==> src/rtl/io_bus_controller.sv <==
// I/O-space bus sequencer: turns a CPU IORead/IOWrite into a held request on a
// one-hot device select, waits for that device's ack or a timeout, and stalls the CPU meanwhile.
module io_bus_controller #(
    parameter int unsigned TIMEOUT = 15
) (
    input  logic        clock,
    input  logic        reset,
    input  logic        IORead,
    input  logic        IOWrite,
    input  logic [9:0]  addr_low,
    input  logic [31:0] wdata,
    input  logic [3:0]  io_ack,
    input  logic [31:0] io_rdata,
    output logic        cpu_stall,
    output logic [31:0] rdata,
    output logic        io_err,
    output logic [3:0]  dev_sel,
    output logic [3:0]  io_addr,
    output logic [31:0] io_wdata,
    output logic        io_we,
    output logic        io_re
);

    typedef enum logic [1:0] {IDLE, REQ, DONE, ERR} state_t;

    typedef struct packed {
        logic [1:0] dev;
        logic       wr;
    } req_t;

    state_t      state_q, state_d;
    req_t        req_q, req_d;
    logic [7:0]  cnt_q, cnt_d;
    logic [31:0] rdata_q, rdata_d;
    logic [3:0]  dev_sel_q, dev_sel_d;
    logic [3:0]  io_addr_q, io_addr_d;
    logic [31:0] io_wdata_q, io_wdata_d;
    logic        io_we_q, io_we_d;
    logic        io_re_q, io_re_d;
    logic        io_err_q, io_err_d;

    // Strobes are registered, so they are computed from the state being entered.
    always_comb begin
        state_d    = state_q;
        req_d      = req_q;
        cnt_d      = cnt_q;
        rdata_d    = rdata_q;
        io_addr_d  = io_addr_q;
        io_wdata_d = io_wdata_q;
        dev_sel_d  = 4'b0000;
        io_we_d    = 1'b0;
        io_re_d    = 1'b0;
        io_err_d   = 1'b0;
        case (state_q)
            IDLE: begin
                if (IORead || IOWrite) begin
                    req_d.dev  = addr_low[5:4];
                    req_d.wr   = IOWrite;
                    io_addr_d  = addr_low[3:0];
                    io_wdata_d = wdata;
                    cnt_d      = 8'd0;
                    dev_sel_d  = 4'b0001 << addr_low[5:4];
                    io_we_d    = IOWrite;
                    io_re_d    = !IOWrite;
                    state_d    = REQ;
                end
            end
            REQ: begin
                cnt_d = (cnt_q == 8'hFF) ? cnt_q : cnt_q + 8'd1;
                // Ack is checked before the timeout so a last-cycle ack still completes.
                if (io_ack[req_q.dev]) begin
                    if (!req_q.wr) rdata_d = io_rdata;
                    state_d = DONE;
                end else if (cnt_q == 8'(TIMEOUT - 1)) begin
                    if (!req_q.wr) rdata_d = 32'h0000_0000;
                    io_err_d = 1'b1;
                    state_d  = ERR;
                end else begin
                    dev_sel_d = dev_sel_q;
                    io_we_d   = io_we_q;
                    io_re_d   = io_re_q;
                end
            end
            DONE, ERR: state_d = IDLE;
            default:   state_d = IDLE;
        endcase
    end

    always_ff @(posedge clock) begin
        if (!reset) begin
            state_q    <= IDLE;
            req_q      <= '0;
            cnt_q      <= 8'd0;
            rdata_q    <= 32'h0000_0000;
            dev_sel_q  <= 4'b0000;
            io_addr_q  <= 4'h0;
            io_wdata_q <= 32'h0000_0000;
            io_we_q    <= 1'b0;
            io_re_q    <= 1'b0;
            io_err_q   <= 1'b0;
        end else begin
            state_q    <= state_d;
            req_q      <= req_d;
            cnt_q      <= cnt_d;
            rdata_q    <= rdata_d;
            dev_sel_q  <= dev_sel_d;
            io_addr_q  <= io_addr_d;
            io_wdata_q <= io_wdata_d;
            io_we_q    <= io_we_d;
            io_re_q    <= io_re_d;
            io_err_q   <= io_err_d;
        end
    end

    // Combinational so the requesting instruction is frozen in the same cycle.
    assign cpu_stall = ((state_q == IDLE) && (IORead || IOWrite)) || (state_q == REQ);
    assign rdata     = rdata_q;
    assign io_err    = io_err_q;
    assign dev_sel   = dev_sel_q;
    assign io_addr   = io_addr_q;
    assign io_wdata  = io_wdata_q;
    assign io_we     = io_we_q;
    assign io_re     = io_re_q;

endmodule

==> config.mk <==
export PLATFORM = sky130hd
export DESIGN_NAME = io_bus_controller
export DESIGN_NICKNAME = d
export VERILOG_FILES = /design/src/rtl/io_bus_controller.sv
export SDC_FILE = /design/constraint.sdc
export NUM_CORES = 1
export LEC_CHECK = 0
export ABC_AREA = 1
export CORE_MARGIN = 1
export CORE_UTILIZATION = 43
export CTS_BUF_LIST = sky130_fd_sc_hd__clkbuf_8 sky130_fd_sc_hd__clkbuf_16
export CTS_CLUSTER_DIAMETER = 120
export DETAILED_ROUTE_END_ITERATION = 16
export PLACE_DENSITY = 0.81
export SYNTH_ARGS = -nofsm -noshare
export SYNTH_HDL_FRONTEND = slang
export SYNTH_SLANG_ARGS = --single-unit
export TNS_END_PERCENT = 1
==> constraint.sdc <==
create_clock -name clock -period 1.9 [get_ports clock]
set_input_delay 0.57 -clock clock [delete_from_list [all_inputs] [get_ports clock]]
set_output_delay 0.57 -clock clock [all_outputs]
set_load 0.01 [all_outputs]
Yosys cells after proc, flatten, opt, wreduce, memory -nomap -nowiden
Index checks and enable logic that the tools add are counted.
Widths: inputs -> output; s select.

storage, ports and cells
  bits in registers = 88
  bits of input ports = 82

cells by class
  add/sub/neg operators = 1
  order comparisons = 1
  equality and inequality tests = 10
  shifts and indexed selects = 1
  mux-type cells = 24
  bitwise logic cells = 2
  reductions and logical operators = 13

operators with widths
  operator             number
  $mux 32              4
  $mux 8               2
  $pmux 8 s2           1
  $mux 4               3
  $add 8x1->8 const B  1
  $eq 8x4->1 const B   1
  $eq 8x8->1 const B   1
  $ne 2x2->1 const B   4
  $pmux 4 s2           1
  $mux 1               6
  $mux 2               3
  $pmux 2 s3           1
  $eq 2x2->1 const B   2
  $pmux 1 s2           2
  $reduce_and 2->1     2
  $reduce_and 4->1     1
  $reduce_bool 2->1    2
  $shl 1x2->4 const A  1
  $lt 2x3->1 const B   1
  $ne 3x3->1 const B   1
  $reduce_and 3->1     1
  $reduce_or 3->1      1
  $bmux 1 s2           1
  $eq 2x1->1 const B   1
  other kinds (6)      8

Logic depth before layout (Yosys ltp)
Gate-level depths: netlist (run 1).

  depth after elaboration = 4
  gate-level depth with buffers = 11
  gate-level depth less buffers = 10

Worst setup path before layout (run 1)
Ideal clock, no wire load.

  path type = input to output
  start = in IOWrite
  end = out cpu_stall
  arrival time = 0.890 ns
  data required time = 1.330 ns
  setup slack = 0.440 ns
  cell stages on the path = 4
  buffers on the path = 0
  cells stage by stage = inv_1 -> nand2_1 -> nand2_2 -> nand2_1

on the way
  word-level cells in the longest chain between the ends = 3

ends and longest elaborated chain
  element            RTL line  RTL
  start, declared    9         input logic IOWrite,
  $logic_or 1x1->1   116       assign cpu_stall = ((state_q == IDLE) && (IORead || IOWrite)) || (state_q == REQ);
  $logic_and 1x1->1  116
  $logic_or 1x1->1   116
  end, declared      14        output logic cpu_stall,

Every way passes these cells.

Worst setup path in the final report (run 1)
  start = reg io_wdata_q[18] (netlist: io_wdata[18])
  end = out io_wdata[18]

RTL lines
  element                 RTL line  RTL
  start, declared         37        logic [31:0] io_wdata_q, io_wdata_d;
  start signal, assigned  108       io_wdata_q <= io_wdata_d;
  end, declared           19        output logic [31:0] io_wdata,

No word-level cell between the ends.

==> metrics.md, run 1 <==
| Metric | Value |
|---|---|
| Setup violators final | `0` |
| Clk_skew | `8.17 ps` |
| Starting DRT DRC Count | `182` |
| Largest net degree at the start of global routing | `45` |
| Root buffer cell | `clkbuf_8` |
| Routability cong. | `approximately 0.86` |
| Initial antenna violation count | `0` |
| Crit-path slowest cell | `clkdlybuf4s50_1` |
| TritonCTS clock tree | `done` |
| Reg power frac | `0.413` |
| Tot Pwr | `5.33 mW` |
| Comb power frac | `0.315` |
| Diodes inserted | `0` |
| Utilization after layout | `0.682` |
| Die height | `roughly 95 um` |
| Die ar. | `0.00909 mm^2` |
| Hold_buf cts | `0` |
| Mapped cell area | `0.00375 mm^2` |
| Worst-path cell chain | `clkdlybuf4s50_1` |
| Leakage power | `2.41 nW` |
| Synth unique cells | `21` |
| Maximum fanout along the worst path | `2` |
| CP bufs+invs | `1` |
| First-pass GRT wire length | `16.2 mm` |
| Residual DRC count | `0` |
| Max Freq | `540 MHz` |
| Post-DP Area | `0.00546 mm^2` |
| HP Class | `reg2reg` |
| Max-cap violations | `0` |
| Top-level port count | `158` |
| Vias in the first global route | `approximately 3700` |
| Sw Ratio | `0.307` |
| P_sw | `1.63 mW` |
| Overall routing resource usage | `0.228` |
| GRT overflow | `0` |
| CP required | `1330 ps` |
| Clock share of power | `0.272` |
| Worst-Margin Slew | `367 ps` |
| CTS sink cnt | `88` |
| DRT antenna net count | `0` |
| Layout Nets | `772` |
| Maximum vdd drop | `0.000597 V` |
| WL/cell | `around 13 um` |
| HPWL after DPL | `7.23 mm` |
| Area delta synth->final | `51.9%` |
| Port bufs | `153` |
| Syn_nets | `620` |
| Core area | `about 0.0083 mm^2` |
| Initial Utilization | `0.449` |
| # fillers | `710` |
| Sequential element share of the synthesized area | `0.470` |
| Maximum clock path buffer count | `2` |
| Slew Limit Fails | `0` |
| Syn_area_per_cell | `6.99 um^2` |
| Most common cell after layout, fill and taps aside | `clkdlybuf4s50_1` |
| CTS HTree Levels | `3` |
| Seq cells post-synth | `88` |
| Clk slew on worst S/H paths | `90 ps` |
| CP Launch Type | `flip-flop` |
| Final critical-path required period | `1850 ps` |
| Status | `complete, no violations` |
| Crit Path Category | `reg2out` |
| Layout cells sized above 1 | `0.0765` |
| Routed vias | `3979` |
| Vias per inst | `4.99` |
| Total CTS buffers | `9` |
| Gate Count Post-Synth | `536` |
| Clk Latency, worst-skew pair | `between 300 and 400 ps` |
| Internal | `3.70 mW` |
| Most frequent cells in the layout | `clkdlybuf4s50_1, nor2_1, dfxtp_1, nand2_1, nand3_1` |
| Slew margin rel. | `0.755` |
| Syn. warnings | `0` |
| RSZ-0062 raised after global routing | `no` |
| Fin crit share | `0.974` |
| Final WL | `10.1 mm` |
| Fin. Hold Viols | `0` |
| # rows | `33` |
| Largest delay share family, worst path | `buffers and inverters` |
| Setup crit end kind | `output pin` |
| Worst path arrival time | `1280 ps` |
| PD cells | `937 mW/mm^2` |
| Die Wd | `95.3 um` |
| Slowest stage delay, CP | `550 ps` |
| Pre-antenna DRT Iters | `4` |
| Post-route cell area | `about 0.0057 mm^2` |
==> power by group through the flow <==
stage	clock, mW	combinational (mW)	sequential, mW
final	1.45	1.68	2.20
after global routing	1.57	1.85	2.23
after detailed placement	0	1.67	2.24
after global placement	0	1.64	2.23
after floorplan	0	0.753	2.33
after CTS	1.48	1.68	2.20
==> metrics by stage <==
step	hold WS (ps)	instances	setup TNS, ps	setup slack (ps)
after global placement	462	782	-15420	-492
after detailed placement	471	782	-18170	-539
after floorplan	453	536	0	440
final	488	798	0	49.8
after global routing	498	798	0	7.90
after CTS	483	798	0	55.7
==> cell families (layout without fill, tap and decap cells) <==
kind of cell,Yosys count,in the layout,share of synthesized area
compound gates,77,77,0.103
fa+ha+maj,2,2,0.00668
buf+inv,75,232,0.0868
flops,88,88,0.470
simple gates,294,294,0.333
==> routing by layer <==
metal  global-route usage  share of wire
met5                    0              0
met3               0.0861           0.10
met2                0.388           0.47
met1                0.255           0.41
met4               0.0960          0.021
==> path summary, 6_finish.rpt <==
kind | startpoint | endpoint | slack [ps] | cells past startpoint
worst max-delay path | io_wdata[18] | io_wdata[18] | 50 | 1
worst min-delay path | cnt_q[6] | cnt_q[6] | 490 | 2
worst max register to register | state_q[1] | io_wdata[18] | 270 | 7
worst min register to register | cnt_q[6] | cnt_q[6] | 490 | 2
==> area by class of cell <==
class                      count  area (um^2)  area share
tap                          105          131      0.0231
clock inverter                 6         91.3      0.0161
multi-input combinational    373         1660       0.293
timing repair buffer         174         1750       0.307
clock buffer                  10          138      0.0242
sequential                    88         1760       0.310
inverter                      42          158      0.0277
==> cells in the mapped netlist <==
| cell type | number | area (um^2) |
|---|---|---|
| nand2_4 | 2 | 22.5 |
| o21ai_0 | 40 | 200 |
| inv_1 | 40 | 150 |
| clkinv_1 | 1 | 3.75 |
| a21oi_1 | 37 | 185 |
| nand2_2 | 4 | 25.0 |
| nor2_4 | 2 | 22.5 |
| nand3_1 | 60 | 300 |
| nand2_1 | 83 | 312 |
| nand4_1 | 6 | 37.5 |
| nor3_1 | 2 | 10.0 |
| ha_1 | 2 | 25.0 |
| buf_6 | 2 | 22.5 |
| dfxtp_1 | 88 | 1760 |
| nand3_2 | 2 | 20.0 |
| buf_1 | 2 | 7.51 |
| nor2_1 | 133 | 499 |
| inv_2 | 1 | 3.75 |
| buf_2 | 14 | 70.1 |
| clkbuf_1 | 12 | 45.0 |
| buf_4 | 3 | 22.5 |
==> flip-flops by register name (all words and copies together), names as in the netlist <==
name	cells
io_wdata	32
req_q	3
cnt_q	8
io_addr	4
io_we	1
io_re	1
rdata	32
dev_sel	4
io_err	1
state_q	2
==> timing repair <==
item,4_1_cts,5_1_grt
resized for setup,10,0
setup endpoints to repair,5,0
setup buffers,0,0
Power figures use the tool's default switching activity.
==> inputs of run 2 (changes only) <==
Settings changed: CAP_MARGIN set to 30.
==> results of run 2 <==
Same layout as run 1: the final DEF is identical, and so are final timing and power.
==> inputs of run 3 (changes only) <==
Settings changed: ABC_CLOCK_PERIOD_IN_PS set to 2300, CORE_UTILIZATION 43 to 46, PLACE_DENSITY 0.81 to 0.86.
Clock period 1.9 ns to 2.3 ns, I/O delays scaled along.
==> metrics.md, run 3 (synthesis gave the netlist of run 1 again) <==
| Metric | Value |
|---|---|
| Reg power frac | `0.433` |
| Core area | `slightly below 0.008 mm^2` |
| Root buffer cell | `clkbuf_8` |
| Largest delay share family, worst path | `buffers and inverters` |
| CP bufs+invs | `3` |
| GRT overflow | `0` |
| Fin. Hold Viols | `0` |
| Final cell count without fillers | `788` |
| Worst path arrival time | `1560 ps` |
| Worst hold start | `io_wdata[9]` |
| CTS HTree Levels | `3` |
| Setup crit end kind | `output pin` |
| CP Launch Type | `primary input` |
| # rows | `32` |
| Setup violators final | `0` |
| Layout cells sized above 1 | `0.0627` |
| TritonCTS clock tree | `done` |
| Sw Ratio | `0.311` |
| Setup_tns | `0 ps` |
| Pre-antenna DRT Iters | `4` |
| Worst-path cell chain | `clkdlybuf4s50_1 > inv_1 > nand2_2 > nand2_2 > nand2_2 > buf_6` |
| Initial antenna violation count | `0` |
| Status | `complete, no violations` |
| Worst reg-to-reg setup slack | `630 ps` |
| Max-cap violations | `0` |
| Die height | `between 90 and 100 um` |
| DRT antenna net count | `0` |
| Clock share of power | `0.246` |
| Fin crit share | `0.978` |
| Final WL | `10.1 mm` |
| Clk slew on worst S/H paths | `~70 ps` |
| Maximum clock path buffer count | `2` |
| Hold worst-path end | `io_wdata[9]` |
| Top-level port count | `158` |
| WL/cell | `approximately 13 um` |
| Largest net degree at the start of global routing | `45` |
| Slew Limit Fails | `0` |
| Slowest stage delay, CP | `480 ps` |
| Most frequent cells in the layout | `clkdlybuf4s50_1, nor2_1, dfxtp_1, nand2_1, nand3_1` |
| Worst-Margin Slew | `roughly 400 ps` |
| Maximum vdd drop | `0.000506 V` |
| Critical Path Most Common Cell | `nand2_2` |
| P_sw | `between 1 and 1.5 mW` |
| Port bufs | `153` |
| Crit Path Category | `in2out` |
| Area delta synth->final | `48.5%` |
| Total CTS buffers | `9` |
| Residual DRC count | `0` |
| Clk Latency, worst-skew pair | `340 ps` |
| HP Class | `reg2reg` |
| Utilization after layout | `0.713` |
| Slew margin rel. | `0.731` |
| Die ar. | `0.00851 mm^2` |
| Overall routing resource usage | `0.243` |
| Dpl cells | `approximately 770` |
| Internal | `2.90 mW` |
| Leakage power | `2.37 nW` |
| Reg-to-Reg End | `io_wdata[4]` |
| Most common cell after layout, fill and taps aside | `clkdlybuf4s50_1` |
| Worst R2R Path Depth | `7` |
| Max Freq | `444 MHz` |
| Routability cong. | `0.892` |
| Vias per inst | `approximately 5` |
| Initial Utilization | `0.480` |
| CP required | `1610 ps` |
| Setup bufs post-CTS | `0` |
| Vias in the first global route | `3747` |
| First-pass GRT wire length | `16.6 mm` |
| Starting DRT DRC Count | `188` |
| HPWL after DPL | `7.30 mm` |
| Diodes inserted | `0` |
| CTS sink cnt | `just under 90` |
| Maximum fanout along the worst path | `2` |
| Worst R2R Start | `state_q[1]` |
| Routed vias | `between 3000 and 4000` |
| Die Wd | `about 92 um` |
| Hold Crit Depth | `2` |
| RSZ-0062 raised after global routing | `no` |
| Layout Nets | `766` |
| Crit-path slowest cell | `clkdlybuf4s50_1` |
| Final critical-path required period | `2250 ps` |
| Comb power frac | `0.321` |
| Clk_skew | `between 10 and 15 ps` |
| PD cells | `~760 mW/mm^2` |
| Crit path from | `IOWrite` |
run 3: cell types whose count changed in the layout (fill, tap and decap cells not counted), sizes merged:
cell           before  now
buf                23   17
bufinv              2    1
clkdlybuf4s50     149  151
clkinv              1    2
clkinvlp            3    1
dlygate4sd2         2    0
inv                42   43
run 3: worst min-delay path, stage by stage (launching register included):
cell and delay (ps):
dfxtp_1 330, nor2_1 50, nor2_1 80
run 3: metrics by stage:
step	worst slack [ps]	total power, mW	instance area, um^2	hold WS [ps]
finish	50.3	4.20	5560	485
global route	12.0	4.45	5560	509
CTS	33.6	4.22	5560	490
detailed placement	-396	3.20	5370	471
global placement	-340	3.15	5370	462
floorplan	600	2.54	3750	453
run 3: how the worst max path moves through the flow:
stage                end  slack (ps)  cells past startpoint
2_1_floorplan  cpu_stall         600                      4
3_3_place_gp   cpu_stall        -340                      6
3_5_place_dp   cpu_stall        -400                      6
4_1_cts        cpu_stall          30                      6
5_1_grt        cpu_stall          10                      6
6_report       cpu_stall          50                      6
run 3: final cells by class:
cell class	count	area, um^2
Timing Repair Buffer	168	1670
Inverter	42	158
Tap cell	102	128
Clock buffer	10	138
Clock inverter	5	50.0
Fill cell	642	2240
Sequential cell	88	1760
Multi-Input combinational cell	373	1660
run 3: timing repair:
item | CTS | global route
endpoints found under the setup margin | 1 | 1
gates resized for setup | 5 | 2
pin swaps | 0 | 0
hold buffers | 0 | 0
run 3: layer usage:
layer  global-route usage  routed length [um]  vias to the layer above
li1                     -                   -                     1989
met1                0.271                3950                     1758
met2                0.420                4930                      180
met3               0.0829                1020                       22
met4               0.0990                 218                        0
met5                    0                   0                        -
run 3: power groups by stage:
| stage | clock network, mW | logic, mW | registers (mW) |
|---|---|---|---|
| 2_1_floorplan | 0 | 0.622 | 1.92 |
| 3_3_place_gp | 0 | 1.31 | 1.84 |
| 3_5_place_dp | 0 | 1.34 | 1.85 |
| 4_1_cts | 1.06 | 1.35 | 1.82 |
| 5_1_grt | 1.12 | 1.49 | 1.84 |
| 6_report | 1.03 | 1.35 | 1.82 |
